## src/rtl/mul_pipe_unit.sv

```systemverilog
// Fully pipelined RV32M multiply unit (MUL/MULH/MULHSU/MULHU) with a fixed issue-to-result latency of STAGES cycles.
// Define MUL_HAZARD_EN to add the pending_o mask of in-flight destination registers.
module mul_pipe_unit #(
    parameter int XLEN   = 32,
    parameter int STAGES = 4,
    parameter int TAG_W  = 4,
    parameter int REGS   = 32
) (
    input  logic             clk_i,
    input  logic             rst_i,
    input  logic             valid_i,
    input  logic [1:0]       op_i,
    input  logic [XLEN-1:0]  a_i,
    input  logic [XLEN-1:0]  b_i,
    input  logic [4:0]       rd_i,
    input  logic [TAG_W-1:0] tag_i,
    input  logic             stall_i,
    input  logic             flush_i,
    output logic             ready_o,
    output logic             valid_o,
    output logic [XLEN-1:0]  result_o,
    output logic [4:0]       rd_o,
    output logic [TAG_W-1:0] tag_o,
    output logic             busy_o
`ifdef MUL_HAZARD_EN
    ,
    output logic [REGS-1:0]  pending_o
`endif
);
    localparam logic [1:0] OP_MUL   = 2'd0;
    localparam logic [1:0] OP_MULH  = 2'd1;
    localparam logic [1:0] OP_MULHU = 2'd3;
    localparam int         LAST     = STAGES - 1;

    // One extra bit per operand turns all four variants into a single signed multiply.
    function automatic logic [XLEN:0] ext_a(input logic [XLEN-1:0] v, input logic [1:0] op);
        return {(op != OP_MULHU) & v[XLEN-1], v};
    endfunction

    function automatic logic [XLEN:0] ext_b(input logic [XLEN-1:0] v, input logic [1:0] op);
        return {((op == OP_MUL) || (op == OP_MULH)) & v[XLEN-1], v};
    endfunction

    function automatic logic [XLEN-1:0] mul_sel(input logic [XLEN:0] a, input logic [XLEN:0] b,
                                                input logic [1:0] op);
        logic [2*XLEN-1:0] p;
        p = {{(XLEN-1){a[XLEN]}}, a} * {{(XLEN-1){b[XLEN]}}, b};
        return (op == OP_MUL) ? p[XLEN-1:0] : p[2*XLEN-1:XLEN];
    endfunction

    logic [STAGES-1:0] vld_q, vld_d;
    logic [1:0]        op_q  [STAGES];
    logic [1:0]        op_d  [STAGES];
    logic [4:0]        rd_q  [STAGES];
    logic [4:0]        rd_d  [STAGES];
    logic [TAG_W-1:0]  tag_q [STAGES];
    logic [TAG_W-1:0]  tag_d [STAGES];
    logic [XLEN-1:0]   res_q [STAGES];
    logic [XLEN-1:0]   res_d [STAGES];
    logic [XLEN:0]     opa_d, opb_d;

    assign opa_d = ext_a(a_i, op_i);
    assign opb_d = ext_b(b_i, op_i);

    genvar gi;
    for (gi = 0; gi < STAGES; gi++) begin : g_slot
        if (gi == 0) begin : g_head
            assign vld_d[gi] = valid_i;
            assign op_d[gi]  = op_i;
            assign rd_d[gi]  = rd_i;
            assign tag_d[gi] = tag_i;
        end else begin : g_body
            assign vld_d[gi] = vld_q[gi-1];
            assign op_d[gi]  = op_q[gi-1];
            assign rd_d[gi]  = rd_q[gi-1];
            assign tag_d[gi] = tag_q[gi-1];
        end
    end

    // Slot 0 registers the extended operands so the multiplier sits between two registers.
    if (STAGES == 1) begin : g_single
        assign res_d[0] = mul_sel(opa_d, opb_d, op_i);
    end else begin : g_multi
        logic [XLEN:0] opa_q, opb_q;

        always_ff @(posedge clk_i) begin
            if (!stall_i) begin
                opa_q <= opa_d;
                opb_q <= opb_d;
            end
        end

        assign res_d[0] = '0;
        assign res_d[1] = mul_sel(opa_q, opb_q, op_q[0]);
        for (gi = 2; gi < STAGES; gi++) begin : g_res
            assign res_d[gi] = res_q[gi-1];
        end
    end

    always_ff @(posedge clk_i) begin
        if (rst_i || flush_i) begin
            vld_q <= '0;
        end else if (!stall_i) begin
            vld_q <= vld_d;
        end
        if (!stall_i) begin
            for (int s = 0; s < STAGES; s++) begin
                op_q[s]  <= op_d[s];
                rd_q[s]  <= rd_d[s];
                tag_q[s] <= tag_d[s];
                res_q[s] <= res_d[s];
            end
        end
    end

    assign ready_o  = ~stall_i;
    assign valid_o  = vld_q[LAST];
    assign result_o = vld_q[LAST] ? res_q[LAST] : '0;
    assign rd_o     = vld_q[LAST] ? rd_q[LAST]  : '0;
    assign tag_o    = vld_q[LAST] ? tag_q[LAST] : '0;
    assign busy_o   = |vld_q;

`ifdef MUL_HAZARD_EN
    logic [REGS-1:0] pending_d;

    always_comb begin
        pending_d = '0;
        for (int s = 0; s < STAGES; s++) begin
            if (vld_q[s] && (rd_q[s] != 5'd0)) begin
                pending_d[rd_q[s]] = 1'b1;
            end
        end
    end

    assign pending_o = pending_d;
`endif

endmodule

```

## config.mk

```make
export PLATFORM = sky130hd
export DESIGN_NAME = mul_pipe_unit
export DESIGN_NICKNAME = d
export VERILOG_FILES = /design/src/rtl/mul_pipe_unit.sv
export SDC_FILE = /design/constraint.sdc
export NUM_CORES = 2
export LEC_CHECK = 0
export CAP_MARGIN = 0
export CORE_MARGIN = 5
export CORE_UTILIZATION = 59
export DETAILED_ROUTE_END_ITERATION = 8
export PLACE_DENSITY = 0.85
export SKIP_CTS_REPAIR_TIMING = 1
export SLEW_MARGIN = 25
export SYNTH_ARGS = -nofsm -noshare
export SYNTH_HDL_FRONTEND = slang
export SYNTH_SLANG_ARGS = --single-unit
```

## constraint.sdc

```tcl
create_clock -name clk_i -period 8.2 [get_ports clk_i]
set_input_delay 1.23 -clock clk_i [delete_from_list [all_inputs] [get_ports clk_i]]
set_output_delay 1.23 -clock clk_i [all_outputs]
set_load 0.01 [all_outputs]
```

==> parameters.txt <==
Parameter                              Value

Placement
  Post-placement setup slack    -72.15 ps
  Last weighted congestion value of the routability-driven placer    0.9652
  HPWL after detailed placement    95650 µm
  Port-buffer cells    123

Setup path
  Slowest cell on the critical path    sky130_fd_sc_hd__fa_1
  Setup slack of the most critical reg-to-reg path    140 ps
  Delay contributed by the slowest stage of the critical path    560 ps
  Worst Path Arrival    8460 ps
  Number of buffers and inverters on the critical path    5
  Category of the worst setup path launch point    flip-flop
  Cell family contributing the most delay on the critical path    adder cells
  Most frequent cell on the critical path    sky130_fd_sc_hd__fa_1
  List of cells traversed by the critical path    buf_4 > buf_6 > nand2_1 > fa_1 > inv_1 > fa_1 > fa_1 > inv_1 > fa_1 > fa_1 > inv_1 > fa_1 > fa_1 > fa_1 > ha_1 > a21oi_1 > o311ai_1 > a311o_1 > a211oi_2 > a2111o_1 > o211ai_2 > a21bo_4 > a2111o_1 > o211ai_1
  Top fanout value on the critical path    19
  Nature of the critical path endpoint    flip-flop
  Kind of critical path    reg2reg
  CP required    8600 ps

Floorplanning
  Initial core utilization    59.50%
  Area enclosed by the die boundary    82360 µm²
  Area of the core region    76080 µm²
  Io pins    124
  Floorplan row count    101
  Die Ht    287.0 µm
  Die span in x    287.0 µm

Clock tree
  CTS Sinks    204
  Level count of the clock H-tree    1
  Buffer levels on the longest clock path    3
  Cell at the root of the clock tree    sky130_fd_sc_hd__clkbuf_16
  TritonCTS clock tree    yes
  Clock insertion delay at the later pin of the skew report    600 ps
  Number of buffers inserted during clock tree synthesis    26
  Clock transition at the registers of the reported paths    60 ps

Synth
  Synth Warn #    0
  Mean area per synthesized cell    9.986 µm²
  Count of state elements after synthesis    204
  Syn Inst Count    4533
  Count of distinct cell types in the synthesized netlist    62
  Library cell with the highest instance count after synthesis    sky130_fd_sc_hd__fa_1
  Syn Nets    5950
  Share of the yosys chip area belonging to registers    13.45%
  Dominant cell type by area after synthesis    sky130_fd_sc_hd__fa_1
  Share of flip-flops with an asynchronous set or reset    0%
  Leading post-synthesis cells by cell area    sky130_fd_sc_hd__fa_1 (50%), sky130_fd_sc_hd__edfxtp_1 (13%), sky130_fd_sc_hd__inv_1 (9.2%), sky130_fd_sc_hd__and2_1 (7.9%), sky130_fd_sc_hd__ha_1 (5.9%)
  Combined area of all synthesized cells    45260 µm²
  EDFF count, synth    200
  Commonest cells in the netlist    sky130_fd_sc_hd__fa_1 (1125), sky130_fd_sc_hd__inv_1 (1104), sky130_fd_sc_hd__nand2_1 (585), sky130_fd_sc_hd__and2_1 (574), sky130_fd_sc_hd__clkbuf_1 (222)
  Primary FF master, synth    sky130_fd_sc_hd__edfxtp_1
  Post-synth top area share    49.76%

GRT
  Wire length of the first global-routing pass    189500 µm
  Antenna violations before repair    5
  Number of global-route vias before repair    36030
  All-Layer GR Usage    29.12%
  Overflow left after global routing    0
  Largest net degree at the start of global routing    86

Timing
  Final Hold Vio Count    0
  Number of endpoints failing setup at the final stage    0
  Worst slew margin relative to its limit    27.65%
  RSZ-0062 raised after global routing    yes
  Period utilization    98.25%
  Worst Skew    30.99 ps
  Final critical-path required period    8056 ps
  Worst slew pin tran    1085 ps
  Max frequency    0.1241 GHz
  Total count of max-transition violations in the final report    0
  Final worst setup slack    143.5 ps

Cells and area
  Number of nets in the layout    6054
  Layout cells sized above 1    5.712%
  Relative area change from synthesis to final layout    9.946%

Hold path
  Hold/Removal Path Class    reg2reg

Route
  Number of iterations in the first detailed-routing pass    6
  Wirelength, routed    117000 µm
  Post-DRT Antenna Nets    0
  Routed wirelength normalized by instance count    20.55 µm
  Routed via count divided by cell count    5.654
  Vias    32190
  Detailed Route Iter0 Violations    2570
  Drt drc    0

Outcome
  Outcome    completed

Job
  MaxCap Viol Count    0
-- final cells by class --
cell class	count	area, µm²
clock buffer	27	654.4
sequential	204	6087
fill	5672	26310
inverter	1104	4151
tap	1030	1289
multi-input combinational	2995	34240
antenna	6	15.01
timing repair buffer	306	3049
clock inverter	21	279.0
-- path summary, 6_finish.rpt --
kind | cells past startpoint | end | from
setup / recovery | 24 | res_q[1][24] | g_multi.opb_q[11]
hold / removal | 0 | rd_q[1][2] | rd_q[0][2]
setup reg to reg | 24 | res_q[1][24] | g_multi.opb_q[11]
hold reg to reg | 0 | rd_q[1][2] | rd_q[0][2]
-- per-stage QoR --
stage          area [µm²]  utilization [%]  hold slack (ps)  instances  TNS, ps
2_1_floorplan       45260                -            400.3       4533        0
3_3_place_gp        48480            63.73            400.5       5615        0
3_5_place_dp        48480            63.73            404.5       5615   -91.65
4_1_cts             49410            64.96            413.7       5663   -204.5
5_1_grt             49750            65.40            422.1       5687   -92.67
6_report            49770            65.42            409.5       5693        0
-- placed cells by master, fill, tap and decap left out, types with 5 or more instances in the layout --
cell type,count
sky130_fd_sc_hd__o21a_1,10
sky130_fd_sc_hd__nand2_1,585
sky130_fd_sc_hd__buf_12,34
sky130_fd_sc_hd__buf_6,5
sky130_fd_sc_hd__nand2b_1,12
sky130_fd_sc_hd__and2_1,574
sky130_fd_sc_hd__o21ai_0,54
sky130_fd_sc_hd__a21oi_1,83
sky130_fd_sc_hd__inv_1,1101
sky130_fd_sc_hd__nor2_1,56
sky130_fd_sc_hd__buf_4,144
sky130_fd_sc_hd__clkbuf_16,26
sky130_fd_sc_hd__ha_1,210
sky130_fd_sc_hd__nor3_1,9
sky130_fd_sc_hd__clkdlybuf4s50_1,123
sky130_fd_sc_hd__o21bai_1,9
sky130_fd_sc_hd__and3_1,9
sky130_fd_sc_hd__xor2_1,22
sky130_fd_sc_hd__a21o_1,30
sky130_fd_sc_hd__o21ai_1,5
sky130_fd_sc_hd__mux2i_1,5
sky130_fd_sc_hd__a211oi_1,7
sky130_fd_sc_hd__fa_1,1121
sky130_fd_sc_hd__diode_2,6
sky130_fd_sc_hd__or2_2,6
sky130_fd_sc_hd__xnor2_1,50
sky130_fd_sc_hd__edfxtp_1,200
sky130_fd_sc_hd__nand4_1,11
sky130_fd_sc_hd__a31oi_1,10
sky130_fd_sc_hd__nand3_1,18
sky130_fd_sc_hd__nor2b_1,27
-- per-layer routing --
layer  track usage, %  wire (µm)
met2            49.76      58110
met5                0         15
met3            4.068       9351
met1            36.45      41600
met4            15.21       7939
-- cells by family (layout without fill, tap and decap cells) --
logic type	count (synthesis)	count (layout)	synth area share [%]
buffers and inverters	1334	1458	11.08
AO/OA/AOI/OAI	257	257	3.635
flip-flops	204	204	13.45
adder cells (fa/ha/maj)	1337	1337	55.62
AND/OR/NAND/NOR	1323	1323	14.70
other	0	6	0
XOR/XNOR	72	72	1.393
multiplexers	6	6	0.1354
-- registers in the layout, indices dropped and copies added, names as in the netlist --
| name | cells |
|---|---|
| g_multi.opb_q | 33 |
| rd_q | 20 |
| res_q | 96 |
| vld_q | 4 |
| g_multi.opa_q | 33 |
| tag_q | 16 |
| op_q | 2 |
-- worst reg2reg max path: stages, from the launching register on --
cell and delay, ps:
sky130_fd_sc_hd__edfxtp_1 430, sky130_fd_sc_hd__buf_4 290, sky130_fd_sc_hd__buf_6 250, sky130_fd_sc_hd__nand2_1 100, sky130_fd_sc_hd__fa_1 500, sky130_fd_sc_hd__inv_1 60
sky130_fd_sc_hd__fa_1 460, sky130_fd_sc_hd__fa_1 500, sky130_fd_sc_hd__inv_1 50, sky130_fd_sc_hd__fa_1 450, sky130_fd_sc_hd__fa_1 520, sky130_fd_sc_hd__inv_1 60
sky130_fd_sc_hd__fa_1 560, sky130_fd_sc_hd__fa_1 450, sky130_fd_sc_hd__fa_1 510, sky130_fd_sc_hd__ha_1 360, sky130_fd_sc_hd__a21oi_1 210, sky130_fd_sc_hd__o311ai_1 120
sky130_fd_sc_hd__a311o_1 360, sky130_fd_sc_hd__a211oi_2 330, sky130_fd_sc_hd__a2111o_1 240, sky130_fd_sc_hd__o211ai_2 220, sky130_fd_sc_hd__a21bo_4 300, sky130_fd_sc_hd__a2111o_1 410
sky130_fd_sc_hd__o211ai_1 150
Power is not shown: default switching activity piles up to over one toggle a cycle in this logic, so the estimate is an artifact.
